<file path="src/rtl/tcam_sched_pkg.sv">
// Shared types and defaults for the TCAM lookup scheduler.
// FSM state encoding, key/index widths and timeout-counter sizing.
package tcam_sched_pkg;

    typedef enum logic [1:0] {
        ST_IDLE  = 2'd0,
        ST_ISSUE = 2'd1,
        ST_WAIT  = 2'd2,
        ST_RESP  = 2'd3
    } state_e;

    localparam int KEY_W_DEF       = 128;
    localparam int IDX_W_DEF       = 6;
    localparam int TIMEOUT_CYC_DEF = 64;

    // Counter holds 0 .. cyc-1 WAIT cycles
    function automatic int to_cnt_w(input int cyc);
        return (cyc < 3) ? 1 : $clog2(cyc);
    endfunction

endpackage

</file>
<file path="src/rtl/rr_arbiter.sv">
// Combinational round-robin pick: first set request at or after ptr.
// Returns one-hot grant, its index and an any-valid flag.
module rr_arbiter #(
    parameter int NUM_REQ = 4
) (
    input  logic [NUM_REQ-1:0]         req_i,
    input  logic [$clog2(NUM_REQ)-1:0] ptr_i,
    output logic [NUM_REQ-1:0]         gnt_o,
    output logic [$clog2(NUM_REQ)-1:0] gnt_idx_o,
    output logic                       any_o
);
    localparam int IW = $clog2(NUM_REQ);

    logic [IW-1:0] idx;

    // Scan offsets high to low so the smallest offset from ptr wins
    always_comb begin
        gnt_o     = '0;
        gnt_idx_o = '0;
        any_o     = 1'b0;
        idx       = '0;
        for (int k = NUM_REQ - 1; k >= 0; k--) begin
            idx = ptr_i + IW'(k);
            if (req_i[idx]) begin
                gnt_idx_o = idx;
                any_o     = 1'b1;
            end
        end
        if (any_o) gnt_o[gnt_idx_o] = 1'b1;
    end

endmodule

</file>
<file path="src/rtl/tcam_lookup_sched.sv">
// Round-robin scheduler sharing one TCAM lookup port, one lookup in flight.
// Optional WAIT-state timeout enabled by defining TCAM_LOOKUP_TIMEOUT_EN.
module tcam_lookup_sched
    import tcam_sched_pkg::*;
#(
    parameter int NUM_REQ     = 4,
    parameter int KEY_W       = KEY_W_DEF,
    parameter int IDX_W       = IDX_W_DEF,
    parameter int TIMEOUT_CYC = TIMEOUT_CYC_DEF
) (
    input  logic                       clk,
    input  logic                       rst,
    input  logic [NUM_REQ-1:0]         req_valid,
    input  logic [NUM_REQ*KEY_W-1:0]   req_key,
    output logic [NUM_REQ-1:0]         req_ready,
    output logic                       tcam_req_valid,
    input  logic                       tcam_req_ready,
    output logic [KEY_W-1:0]           tcam_key,
    input  logic                       tcam_rsp_valid,
    input  logic                       tcam_rsp_hit,
    input  logic [IDX_W-1:0]           tcam_rsp_index,
    output logic                       resp_valid,
    input  logic                       resp_ready,
    output logic [$clog2(NUM_REQ)-1:0] resp_id,
    output logic                       resp_hit,
    output logic [IDX_W-1:0]           resp_index,
    output logic                       resp_timeout
);
    localparam int IW = $clog2(NUM_REQ);

    state_e             state_q, state_d;
    logic [IW-1:0]      ptr_q, ptr_d;
    logic [IW-1:0]      id_q, id_d;
    logic [KEY_W-1:0]   key_q, key_d;
    logic               hit_q, hit_d;
    logic [IDX_W-1:0]   idx_q, idx_d;
    logic [NUM_REQ-1:0] gnt;
    logic [IW-1:0]      gnt_idx;
    logic               gnt_any;
    logic               to_hit;

    rr_arbiter #(.NUM_REQ(NUM_REQ)) u_arb (
        .req_i     (req_valid),
        .ptr_i     (ptr_q),
        .gnt_o     (gnt),
        .gnt_idx_o (gnt_idx),
        .any_o     (gnt_any)
    );

`ifdef TCAM_LOOKUP_TIMEOUT_EN
    localparam int CW = to_cnt_w(TIMEOUT_CYC);

    logic [CW-1:0] cnt_q, cnt_d;
    logic          to_q, to_d;

    assign to_hit = (state_q == ST_WAIT)
                 && (cnt_q == CW'(TIMEOUT_CYC - 1));

    // WAIT cycle counter and timeout flag; a real response beats timeout
    always_comb begin
        cnt_d = cnt_q;
        to_d  = to_q;
        if (state_q == ST_ISSUE) cnt_d = '0;
        if (state_q == ST_WAIT) begin
            cnt_d = cnt_q + CW'(1);
            if (tcam_rsp_valid) to_d = 1'b0;
            else if (to_hit)    to_d = 1'b1;
        end
    end

    // Timeout state registers
    always_ff @(posedge clk) begin
        if (rst) begin
            cnt_q <= '0;
            to_q  <= 1'b0;
        end else begin
            cnt_q <= cnt_d;
            to_q  <= to_d;
        end
    end

    assign resp_timeout = to_q;
`else
    logic unused_to;
    assign unused_to    = ^TIMEOUT_CYC;
    assign to_hit       = 1'b0;
    assign resp_timeout = 1'b0;
`endif

    // Next-state logic, grant and result capture
    always_comb begin
        state_d   = state_q;
        ptr_d     = ptr_q;
        id_d      = id_q;
        key_d     = key_q;
        hit_d     = hit_q;
        idx_d     = idx_q;
        req_ready = '0;
        unique case (state_q)
            ST_IDLE: begin
                if (gnt_any) begin
                    req_ready = gnt;
                    key_d     = req_key[int'(gnt_idx)*KEY_W +: KEY_W];
                    id_d      = gnt_idx;
                    ptr_d     = gnt_idx + IW'(1);
                    state_d   = ST_ISSUE;
                end
            end
            ST_ISSUE: begin
                if (tcam_req_ready) state_d = ST_WAIT;
            end
            ST_WAIT: begin
                if (tcam_rsp_valid) begin
                    hit_d   = tcam_rsp_hit;
                    idx_d   = tcam_rsp_hit ? tcam_rsp_index : '0;
                    state_d = ST_RESP;
                end else if (to_hit) begin
                    hit_d   = 1'b0;
                    idx_d   = '0;
                    state_d = ST_RESP;
                end
            end
            ST_RESP: begin
                if (resp_ready) state_d = ST_IDLE;
            end
            default: state_d = ST_IDLE;
        endcase
    end

    // FSM and datapath registers
    always_ff @(posedge clk) begin
        if (rst) begin
            state_q <= ST_IDLE;
            ptr_q   <= '0;
            id_q    <= '0;
            key_q   <= '0;
            hit_q   <= 1'b0;
            idx_q   <= '0;
        end else begin
            state_q <= state_d;
            ptr_q   <= ptr_d;
            id_q    <= id_d;
            key_q   <= key_d;
            hit_q   <= hit_d;
            idx_q   <= idx_d;
        end
    end

    assign tcam_req_valid = (state_q == ST_ISSUE);
    assign resp_valid     = (state_q == ST_RESP);
    assign tcam_key       = key_q;
    assign resp_id        = id_q;
    assign resp_hit       = hit_q;
    assign resp_index     = idx_q;

endmodule

</file>
<file path="config.mk">
export PLATFORM = sky130hd
export DESIGN_NAME = tcam_lookup_sched
export DESIGN_NICKNAME = d
export VERILOG_FILES = /design/src/rtl/tcam_sched_pkg.sv /design/src/rtl/rr_arbiter.sv /design/src/rtl/tcam_lookup_sched.sv
export SDC_FILE = /design/constraint.sdc
export NUM_CORES = 1
export LEC_CHECK = 0
export BUFFER_PORTS_ARGS = -buffer_cell sky130_fd_sc_hd__buf_2
export CORE_AREA = 2 2 260 262
export CTS_BUF_LIST = sky130_fd_sc_hd__clkbuf_4 sky130_fd_sc_hd__clkbuf_8
export DETAILED_ROUTE_END_ITERATION = 10
export DIE_AREA = 0 0 262 264
export GPL_TIMING_DRIVEN = 0
export PLACE_DENSITY = 0.47
export SYNTH_ARGS = -nofsm -noshare
export SYNTH_HDL_FRONTEND = slang
export SYNTH_SLANG_ARGS = --single-unit
</file>
<file path="constraint.sdc">
create_clock -name clk -period 1.9 [get_ports clk]
set_input_delay 0.285 -clock clk [delete_from_list [all_inputs] [get_ports clk]]
set_output_delay 0.285 -clock clk [all_outputs]
set_load 0.005 [all_outputs]
</file>
Word-level counts from Yosys, hierarchy flattened. Cells that the tools add are included.

Add/sub/neg operators: 4. $lt $le $gt $ge: 6. Equal/unequal tests: 7. Shifts and indexed selects: 1. Multiplexer cells: 26. Reductions and logical operators: 5.

Operators by type and width (count): variable part select 512 x 10 -> 128 bit (1); two-way mux 2 bit (8); less-than comparator 2 x 3 -> 1 bit (second input constant) (5); two-way mux 1 bit (9); binary-select mux 1 bit (select 2 bit) (4); two-way mux 4 bit (2); one-hot mux 2 bit (4 select lines) (1); two-way mux 6 bit (1); adder 2 x 1 -> 2 bit (second input constant) (2); adder 2 bit (second input constant) (2); equality test 2 bit (second input constant) (2); != test 2 x 1 -> 1 bit (second input constant) (2); != test 2 bit (second input constant) (2); AND reduction 2 bit (2); AND reduction 4 bit (1); demux 1 bit (select 2 bit) (1); equality test 2 x 1 -> 1 bit (second input constant) (1); >= comparator 2 x 1 -> 1 bit (second input constant) (1); zero test 2 bit (1); logical AND 1 bit (1).

Register bits: 141. Input port bits: 528. Output and inout bits: 144. Word-level logic and storage cells: 55.

Logic depth before layout (Yosys ltp).
Word-level depth: 13. Mapped depth: 9. Gate-level depth less buffers: 7.

Modules after synthesis. From an unflattened synthesis, not the netlist that was laid out.

Cells, all modules: 821. Area, all modules: 8598.2 um^2.

Modules (own cells, without submodules): tcam_lookup_sched (instances 1, cells an instance 793, area each 8421.8 um^2, seq. area each 2822.7 um^2); rr_arbiter (instances 1, cells an instance 28, area each 176.4 um^2, seq. area each 0.0 um^2).

Worst setup path before layout. No wires, ideal clock.

Path type: in2reg. Start point: input req_valid[3]. End point: register key_q[35] (netlist: tcam_key[35]). Setup time: 0.128 ns. Arrival: 1.687 ns. Data required time: 1.772 ns. Slack: 0.085 ns. Cell stages on the path: 9. Path buffers: 4. Path through: or2_1 buf_6 nor4b_4 a31oi_2 buf_6 buf_12 buf_12 mux2i_1 o221ai_2.

Word-level cells in the longest chain between the ends: 7.

Ends and longest elaborated chain: from (decl) (RTL line tcam_lookup_sched.sv:13) `input logic [NUM_REQ-1:0] req_valid,`; binary-select mux 1 bit (select 2 bit) (RTL line rr_arbiter.sv:24) `if (req_i[idx]) begin`; two-way mux 1 bit (implied by the code) (RTL line rr_arbiter.sv:24); two-way mux 2 bit or two-way mux 1 bit (tied branches) (4 in series) (RTL line rr_arbiter.sv:24); variable part select 512 x 10 -> 128 bit or AND reduction 2 bit (tied branches); to (signal assigned) (RTL line tcam_lookup_sched.sv:143) `key_q <= key_d;`; to (decl) (RTL line tcam_lookup_sched.sv:34) `logic [KEY_W-1:0] key_q, key_d;`.

Several ways; a longest one is shown, not always the timed one. The select of a mux whose other input is x is not followed. A chain may end at the register's enable or synchronous reset.

Worst setup path in the final report.
Start point: register ptr_q[0]. End point: register key_q[93] (netlist: tcam_key[93]).

Word-level cells in the longest chain between the ends: 8.

Ends and longest elaborated chain: from (decl) (RTL line tcam_lookup_sched.sv:32) `logic [IW-1:0] ptr_q, ptr_d;`; from (signal assigned) (RTL line tcam_lookup_sched.sv:141) `ptr_q <= ptr_d;`; adder 2 bit (RTL line rr_arbiter.sv:23) `idx = ptr_i + IW'(k);`; binary-select mux 1 bit (select 2 bit) (RTL line rr_arbiter.sv:24); two-way mux 1 bit (implied by the code) (RTL line rr_arbiter.sv:24); two-way mux 2 bit or two-way mux 1 bit (tied branches) (4 in series) (RTL line rr_arbiter.sv:24); variable part select 512 x 10 -> 128 bit or AND reduction 2 bit (tied branches).

Several ways; a longest one is shown, not always the timed one. The select of a mux whose other input is x is not followed.

==> summary.md <==
| Metric | Value |
|---|---|
| Nets | 2353 |
| Setup crit start kind | register |
| Worst-Margin Slew | around 0.55 ns |
| Fraction of layout cells with a size suffix above 1 | 53.19% |
| Net Count, Synth | 1342 |
| Clock H-tree levels | 4 |
| RSZ-0062 raised after global routing | true |
| Synth Flop Type | dfxtp_1 |
| Design area | 0.01809 mm^2 |
| Final hold vios | 0 |
| Antenna Violating Nets Remaining | 0 |
| Most frequent cells in the layout | buf_2, dlygate4sd3_1, mux2i_1 |
| Fin crit period | between 2 and 2.5 ns |
| Die Width | 262 um |
| Placed inst area | 0.01290 mm^2 |
| Avg Cell Area, Syn | 10.44 um^2 |
| Placer congestion estimate | 0.9347 |
| Placed cell count | about 2400 |
| Slew HR | 63.36% |
| Pwr Density | between 1000 and 1500 mW/mm^2 |
| Commonest non-fill, non-tap cell in the layout | buf_2 |
| Total internal power | ~13 mW |
| GRT Util Overall | 14.53% |
| Vias/cell | 4.083 |
| Grt ovf | 0 |
| Warning count from the yosys run | 0 |
| Die ar. | about 0.069 mm^2 |
| Clock Path Buffers | 2 |
| Ys async rst share | 0% |
| Hold Crit Class | input port to register |
| Number of enable flip-flop cells after synthesis | 0 |
| Initial Util | 12.71% |
| Max VDD drop | 0.0004354 V |
| Worst EP arrival | approximately 2.7 ns |
| Residual DRC count | 0 |
| Final setup fails | 132 |
| Area grow syn2layout | 113.8% |
| Critical-path maximum fanout | 5 |
| Maxcap violations | 0 |
| Tcrit/Tclk final | 118.6% |
| Initial DRC Count | 385 |
| Max Fclk | 443.9 MHz |
| Clock share of power | 11.6% |
| DR vias | 11052 |
| Reg2Reg Setup Slack | -0.35 ns |
| Detailed Place HPWL | 36.27 mm |
| Clock root cell | clkbuf_8 |
| Wire per inst | 19.70 um |
| Largest net degree at the start of global routing | 17 |
| Area of the mapped netlist | ~0.0085 mm^2 |
| Initial antenna violation count | 1 |
| Core outline area | 0.06656 mm^2 |
| Seq/Total Area, Yosys | approximately 33% |
| Max-slew violation count | 0 |
| Seq cells post-synth | approximately 140 |
| Hold WS | 0.07968 ns |
| Failing checks | setup timing |
| Setup ws final | -0.3526 ns |
| Sw Pwr | 8.526 mW |
| Skew-Pair Late Insertion Delay | 0.52 ns |
| CP Class | register to register |
| Sw Ratio | 40.52% |
| Synth unique cells | 41 |
| Dpl ws | -1.138 ns |
| Drt total wl | between 50 and 60 mm |
| Cts bufs inserted | 17 |
| Seq pwr share | 24.7% |
| Leakage | 8.501 nW |
| Status | finished, violations left |
| Combinational share of power | 63.6% |
| CTS Sinks | around 140 |
| Row cnt | 95 |
| 1st-pass router iterations | 4 |
| Syn Inst Count | 810 |
| Clock transition at the registers of the reported paths | 0.09 ns |
| Global-route wire length before repair | 72.62 mm |
| Vias in the first global route | 11811 |
| I/O Buffers | around 670 |
| Clk_skew | roughly 0.012 ns |
| Non-Filler Instances | 2707 |
| Req. time, crit path | around 2.3 ns |
| CTS tree | yes |
| Setup Total Neg Slack | -31.53 ns |
| Critical path endpoint category | register |
| Die Ht | 264 um |
| IO Count | 672 |
Yosys cell counts (2+ instances only):
master      n  area, um^2
a211oi_1    2       15.01
a21oi_1    11       55.05
buf_12     22       440.4
buf_2      24       120.1
buf_4       7       52.55
buf_6       9       101.4
clkbuf_1   12       45.04
clkbuf_4    2       15.01
dfxtp_1   141        2823
ha_1        4       50.05
inv_1       7       26.28
mux2i_1   256        2562
nand2_1   143       536.8
nand3_1     6       30.03
nor2_1      8       30.03
nor3_1      5       25.02
o221ai_1   97       849.6
o221ai_2   30       450.4
o22ai_1     2       12.51
power by group through the flow:
stage / clock network (mW) / logic (mW) / registers (mW)
finish: 2.45 / 13.4 / 5.20
global route: 2.71 / 14.2 / 5.34
CTS: 2.64 / 13.4 / 5.16
detailed placement: 0 / 9.55 / 5.21
global placement: 0 / 9.46 / 5.18
floorplan: 0 / 5.33 / 5.26
stage by stage:
stage / power (mW) / utilization (%)
floorplan: 10.59 / -
global placement: 14.64 / 19.38
detailed placement: 14.75 / 19.38
CTS: 21.16 / 26.88
global route: 22.22 / 27.17
finish: 21.04 / 27.17
final timing paths:
check	from	end	cells past startpoint
max reg2reg	ptr_q[0]	tcam_key[93]	11
min reg2reg	tcam_key[1]	tcam_key[1]	2
min	req_key[208]	tcam_key[80]	3
max	ptr_q[0]	tcam_key[93]	11
final cells by class:
cell class | instances | area [um^2]
Clock inverter | 14 | 123.9
Multi-Input combinational cell | 585 | 5811
Antenna cell | 1 | 2.502
Timing Repair Buffer | 999 | 7161
Tap cell | 873 | 1092
Inverter | 7 | 26.28
Fill cell | 6952 | 48480
Sequential cell | 141 | 2825
Buffer | 70 | 810.8
Clock buffer | 17 | 234.0
critical path: stages, from the launching register on:
cell and delay (ns):
dfxtp_2 0.36, and2b_2 0.25, nor4b_4 0.27, buf_4 0.15, a31oi_2 0.03, buf_6 0.17
buf_16 0.15, buf_12 0.13, buf_8 0.13, buf_12 0.14, mux2i_2 0.20, o221ai_2 0.12
metal layers:
metal | GRT usage, % | part of all wire (%) | vias to the layer above
li1 | - | - | 5131
met1 | 16.14 | 40 | 5224
met2 | 25.49 | 49 | 568
met3 | 3.416 | 6.4 | 129
met4 | 7.650 | 4.5 | 0
met5 | 0 | 0 | -
registers in the layout (all words and copies together) (netlist names):
register and flops:
tcam_key 128, resp_index 6, ptr_q 2, resp_hit 1, state_q 2, resp_id 2
cell families (layout without fill, tap and decap cells):
family,after synthesis,count (layout),share of synthesized area [%]
muxes,256,256,30.29
adders and majority gates,4,4,0.5917
other,1,2,0.04433
AOI/OAI and AO/OA,153,153,17.72
DFF,141,141,33.37
buffers and inverters,84,1107,9.644
and+or+nand+nor,171,171,8.342
timing repair:
item | in CTS | in global routing
endpoints found under the hold margin | 109 | 0
hold buffers | 277 | 0
resized for setup | 208 | 81
buffers inserted | 40 | 4
gates cloned | 19 | 2
setup endpoints to repair | 132 | 133
pin swaps | 66 | 26
(Power assumes the default switching activity.)
